**config.mk**
```make
export PLATFORM = sky130hd
export DESIGN_NAME = bcd_scroller
export DESIGN_NICKNAME = d
export VERILOG_FILES = /design/src/rtl/bcd_scroller.sv
export SDC_FILE = /design/constraint.sdc
export NUM_CORES = 1
export LEC_CHECK = 0
export ABC_AREA = 1
export CELL_PAD_IN_SITES_DETAIL_PLACEMENT = 2
export CELL_PAD_IN_SITES_GLOBAL_PLACEMENT = 2
export CORE_MARGIN = 2
export CORE_UTILIZATION = 33
export DETAILED_ROUTE_END_ITERATION = 8
export PLACE_DENSITY = 0.85
export SETUP_SLACK_MARGIN = 0.02
export SLEW_MARGIN = 5
export SYNTH_ARGS = -nofsm -noshare
export SYNTH_HDL_FRONTEND = slang
export SYNTH_SLANG_ARGS = --single-unit
```
**constraint.sdc**
```tcl
create_clock -name clk_i -period 3.4 [get_ports clk_i]
set_clock_uncertainty 0.2 [all_clocks]
set_input_delay 0.51 -clock clk_i [delete_from_list [all_inputs] [get_ports clk_i]]
set_output_delay 0.51 -clock clk_i [all_outputs]
set_load 0.005 [all_outputs]
```
**src/rtl/bcd_scroller.sv**
```systemverilog
// rtl/bcd_scroller.sv - sequential double-dabble binary-to-BCD converter with a scrollable 4-digit window
module bcd_scroller (
   input  logic        clk_i,
   input  logic        rst_i,
   input  logic        start_i,
   input  logic [15:0] binary_i,
   input  logic        scroll_l_i,
   input  logic        scroll_r_i,
   output logic        busy_o,
   output logic        valid_o,
   output logic [1:0]  pos_o,
   output logic [15:0] window_o
);

   typedef enum logic [1:0] {
      ST_IDLE = 2'd0,
      ST_CONV = 2'd1,
      ST_DONE = 2'd2
   } state_t;

   state_t      state_q, state_d;
   logic [15:0] bin_q, bin_d;
   logic [19:0] bcd_q, bcd_d;
   logic [3:0]  cnt_q, cnt_d;
   logic        neg_q, neg_d;
   logic [23:0] digits_q, digits_d;
   logic [1:0]  pos_q, pos_d;
   logic        valid_q, valid_d;

   logic [19:0] adj;
   logic [35:0] shifted;
   logic [15:0] magnitude;

   assign magnitude = binary_i[15] ? (~binary_i + 16'd1) : binary_i;

   always_comb begin
      state_d  = state_q;
      bin_d    = bin_q;
      bcd_d    = bcd_q;
      cnt_d    = cnt_q;
      neg_d    = neg_q;
      digits_d = digits_q;
      pos_d    = pos_q;
      valid_d  = valid_q;

      // One double-dabble iteration: correct nibbles >= 5, then shift {bcd, bin}.
      adj = bcd_q;
      for (int i = 0; i < 5; i++) begin
         if (bcd_q[4*i +: 4] >= 4'd5) begin
            adj[4*i +: 4] = bcd_q[4*i +: 4] + 4'd3;
         end
      end
      shifted = {adj[18:0], bin_q, 1'b0};

      case (state_q)
         ST_CONV: begin
            bcd_d = shifted[35:16];
            bin_d = shifted[15:0];
            cnt_d = cnt_q + 4'd1;
            if (cnt_q == 4'd15) begin
               digits_d = {(neg_q ? 4'hA : 4'hF), shifted[35:16]};
               valid_d  = 1'b1;
               state_d  = ST_DONE;
            end
         end
         default: begin
            if (start_i) begin
               bin_d   = magnitude;
               bcd_d   = 20'd0;
               cnt_d   = 4'd0;
               neg_d   = binary_i[15];
               pos_d   = 2'd0;
               valid_d = 1'b0;
               state_d = ST_CONV;
            end else if (state_q == ST_DONE) begin
               if (scroll_l_i && !scroll_r_i && pos_q != 2'd2) begin
                  pos_d = pos_q + 2'd1;
               end else if (scroll_r_i && !scroll_l_i && pos_q != 2'd0) begin
                  pos_d = pos_q - 2'd1;
               end
            end
         end
      endcase
   end

   always_ff @(posedge clk_i) begin
      if (rst_i) begin
         state_q  <= ST_IDLE;
         bin_q    <= 16'd0;
         bcd_q    <= 20'd0;
         cnt_q    <= 4'd0;
         neg_q    <= 1'b0;
         digits_q <= {4'hF, 20'd0};
         pos_q    <= 2'd0;
         valid_q  <= 1'b0;
      end else begin
         state_q  <= state_d;
         bin_q    <= bin_d;
         bcd_q    <= bcd_d;
         cnt_q    <= cnt_d;
         neg_q    <= neg_d;
         digits_q <= digits_d;
         pos_q    <= pos_d;
         valid_q  <= valid_d;
      end
   end

   assign busy_o  = (state_q == ST_CONV);
   assign valid_o = valid_q;
   assign pos_o   = pos_q;

   always_comb begin
      case (pos_q)
         2'd1:    window_o = digits_q[19:4];
         2'd2:    window_o = digits_q[23:8];
         default: window_o = digits_q[15:0];
      endcase
   end

endmodule

```
After elaboration in Yosys (flattened, before gate mapping)
Index checks and enable logic that the tools add are counted.

operators by class
  $add $sub $neg = 9
  multipliers = 0
  divide/modulo/power cells = 0
  magnitude comparators = 5
  eq/ne operators = 7
  shifts and indexed selects = 0
  muxes and demuxes = 24
  bitwise gates (word level) = 2
  reduce and logical (&&, ||, !) cells = 15

operators with widths
  cell                                                                      number
  16-bit 2-to-1 mux                                                         3
  20-bit 2-to-1 mux                                                         2
  16-bit case mux with 2 select lines                                       1
  4-bit 2-to-1 mux                                                          6
  4-bit by 3-bit >= comparator with 1-bit output (second input constant)    5
  16-bit by 1-bit adder with 16-bit output (second input constant)          1
  4-bit by 2-bit adder with 4-bit output (second input constant)            4
  16-bit NOT                                                                1
  2-bit 2-to-1 mux                                                          7
  3-bit 2-to-1 mux                                                          2
  2-bit AND reduction                                                       3
  2-bit nonzero test                                                        3
  4-bit by 1-bit adder with 4-bit output (second input constant)            1
  2-bit by 1-bit equality test with 1-bit output (second input constant)    2
  2-bit equality test (second input constant)                               2
  4-bit equality test (second input constant)                               1
  1-bit logical AND                                                         4
  3-bit by 2-bit adder with 3-bit output (second input constant)            1
  1-bit 2-to-1 mux                                                          3
  3-bit AND reduction                                                       1
  3-bit nonzero test                                                        1
  2-bit by 1-bit adder with 2-bit output (second input constant)            1
  1-bit zero test                                                           2
  2-bit by 1-bit inequality test with 1-bit output (second input constant)  1
  4 further kinds                                                           4

word-level totals
  register bits = 70
  bits in latches = 0
  bits in writable memories = 0
  bits in read-only memories = 0
  input bits = 21
  output and inout bits = 20
  word-level logic and storage cells = 71
  memories = 0

Logic depth before layout (Yosys ltp)
  depth in word-level cells = 7
  gate-level depth with buffers = 10
  mapped depth without buffers = 9

Worst setup path before layout
OpenSTA, ideal clock, no wires.

  kind = flip-flop to output port
  start = register pos_q[0] (netlist: pos_o[0])
  end = output window_o[10]
  arrival time = 1267 ps
  required time = 2690 ps
  path slack = 1423 ps
  cell stages (with the launch flop) = 7
  buffers on the path = 2
  cell sequence = dfxtp_1 inv_1 ha_1 buf_2 buf_1 nand2_1 o21ai_0

on the way
  cells in the longest elaborated chain, start to end = 2
  elaborated cells between the ends (all ways) = 3
  classes of those cells = eq/ne (2); mux (1)

ends and longest elaborated chain
  what                                                                                          RTL line  text
  from (decl)                                                                                   27        logic [1:0] pos_q, pos_d;
  from (signal assigned)                                                                        103       pos_q <= pos_d;
  2-bit equality test / 2-bit by 1-bit equality test with 1-bit output (equally long branches)  113       case (pos_q)
  16-bit case mux with 2 select lines (*)                                                       113
  to (decl)                                                                                     12        output logic [15:0] window_o

Every way passes the cells marked *; elsewhere a longest branch is shown, timed or not.

Worst setup path after layout
  start = register pos_q[1] (netlist: pos_o[1])
  end = output window_o[2]

The elaborated chain is that of the path after synthesis.

==> out/metrics.cfg <==
[status]
outcome = complete, no violations

[global_route]
grt_max_degree = 38
antenna_found_initial = 0
grtUsageTotal_pct = 23.4
grt_pass1_vias = 4431
grt_pass1_wl_microns = 23200
overflow = 0

[cts]
post_cts_buffers = 0
clk_pin_slew_ns = 0.06
clkSinkCount = 66
clock_path_buffers = 2
cts.htree.levels = 3
cts_resized = 0
cts.hold.buffers_added = 0
cts_buffers = 9
clk_latency_ns = 0.33
cts_tree = yes
cts_root_buffer = clkbuf_16

[cells_and_area]
antennaDiodeCount = 0
seq_area_sq_um = 1320
fin_nets = 639
layout-drive-gt1-share_pct = 6.25
syn2layout_area_growth_pct = 23.6
multi_input_area_sq_um = 1950
fill_cells = 1307

[critical_path]
end_kind = output port
crit_fanout = 10
path_cells = inv_1 -> ha_1 -> clkinvlp_4 -> o22ai_1 -> nand2_1 -> o21ai_0 -> clkdlybuf4s50_1
crit_arrival_ns = 2.46
critPathSlowestCell = clkdlybuf4s50_1
worstSetupStartpointType = flop
path_class = flop to output port
cp_slowest_stage_delay_ns = 0.56
crit_family = buffers and inverters
required_ns = 2.69
critPathBufInv = 3

[sta]
min_period_ns = 3.17
final_hold_viol_count = 0
setup_violations = 0
slew_headroom_pct = 62.2
whs_ns = 0.269
rsz0062_at_grt = no
fmax_mhz = 315
finalSetupTns_ns = 0
period_share_pct = 93.3
tightest_slew_ns = 0.567
finalMaxSlewViolations = 0

[floorplan]
core_sq_um = 10900
dieHeight_microns = 110
io_pins = 41
dieArea_sq_um = 12200
rows = 38
start_util_pct = 34.2
die_w_microns = 110

[place]
portBuffers = 40
gp_congestion = 0.770
dp_hpwl_microns = 9040

[route]
avgViaCountPerCell = 5.29
drc = 0
ant_nets = 0
wl_per_cell_microns = 18.7
postRouteWirelength_microns = 14000
via_count = 3954
detail_route.first_pass.iterations = 4
drtIter0Drc = 153

[logic_synthesis]
synth_cell_types = 32
avgSynthCellArea_sq_um = 6.60
ys_async_sr_fraction_pct = 0
synthFlopType = dfxtp_1
ys_seq_area_share_pct = 35.3
ys_seq_elements = 66
synth_area_sq_um = 3740
ys_warn_count = 0
synth_nets = 603
syn_inst = 567
synth_edf_count = 0

[power_and_ir_drop]
p_leak_nw = 1.86
power_density_nw_per_um2 = 448
peakVddDrop_uv = 236

[hold_path]
hold_class = flop to flop

[run]
cap_violations = 0

power breakdown:
part / internal, mW / total [mW] / switching, mW
clock network: 0.754 / 1.11 / 0.359
registers: 0.790 / 0.799 / 0.00928
logic: 0.0569 / 0.160 / 0.103
total: 1.60 / 2.07 / 0.471
routing by layer:
layer | up-vias | share of wire (%) | track usage [%]
li1 | 1911 | - | -
met5 | - | 0 | 0
met4 | 0 | 1.1 | 4.25
met2 | 60 | 51 | 42.0
met1 | 1969 | 45 | 29.3
met3 | 14 | 3.2 | 4.56
sequential cells by signal, summed over array words and instances (netlist names):
name,cells
cnt_q,4
state_q,2
bin_q,16
pos_o,2
bcd_q,20
neg_q,1
digits_q,21
cells in the mapped netlist, drive strengths merged, types with 2 or more instances:
cell type | instances | area share, %
nand2 | 122 | 12
inv | 93 | 9.4
a21oi | 76 | 10
dfxtp | 66 | 35
nand3 | 48 | 6.8
o21ai | 44 | 5.9
nor2 | 31 | 3.4
o22ai | 17 | 2.8
ha | 15 | 5.0
buf | 12 | 1.8
clkbuf | 11 | 1.1
a31oi | 7 | 1.2
xor2 | 6 | 1.4
or2 | 5 | 0.84
o211ai | 4 | 0.80
clkinv | 3 | 0.30
a211oi | 2 | 0.40
kinds of logic after synthesis:
group / after synthesis / share of synthesized area [%]
AO/OA/AOI/OAI: 152 / 21.7
XOR/XNOR: 6 / 1.40
adder cells (fa/ha/maj): 15 / 5.02
buffers and inverters: 119 / 12.6
flip-flops: 66 / 35.3
AND/OR/NAND/NOR: 209 / 23.9
area by class of cell:
type,instances,share of cell area [%]
clock inverter,5,2.16
clock buffer,11,5.47
multi-input combinational,382,42.2
timing repair buffer,48,9.85
inverter,96,8.01
sequential,66,28.6
tap,140,3.79
stage by stage:
stage	power, mW	worst slack [ns]	area [sq um]	instances	util (%)
final	2.07	0.228	4620	748	42.3
after global placement	0.962	0.743	4260	732	39.0
after floorplan	0.908	1.42	3740	567	-
after CTS	2.09	0.0940	4610	748	42.2
after detailed placement	0.971	0.621	4260	732	39.0
after global routing	2.15	0.0479	4620	748	42.3
final timing paths:
path / from / end / slack, ns / cells after the start
setup reg to reg: state_q[0] / pos_o[0] / 1.15 / 8
setup / recovery: pos_o[1] / window_o[2] / 0.23 / 7
hold / removal: bcd_q[15] / bcd_q[15] / 0.27 / 2
hold reg to reg: bcd_q[15] / bcd_q[15] / 0.27 / 2
placed cells by master (no fill, tap or decap), types with 3 or more instances in the layout:
master / instances
nand3_1: 47
o22ai_1: 17
clkbuf_16: 9
bufinv_16: 3
buf_4: 8
a21oi_1: 76
o21ai_0: 36
xor2_1: 6
or2_2: 3
inv_1: 90
o21ai_1: 8
ha_1: 14
dfxtp_1: 66
nand2_1: 121
o211ai_1: 4
nor2_1: 29
a31oi_1: 7
clkdlybuf4s50_1: 39
tightest hold or removal path, cell delays in order (launching register included):
cell and delay [ns]:
dfxtp_1 0.31, nand2_1 0.06, a21oi_1 0.05
(Power assumes the default switching activity.)
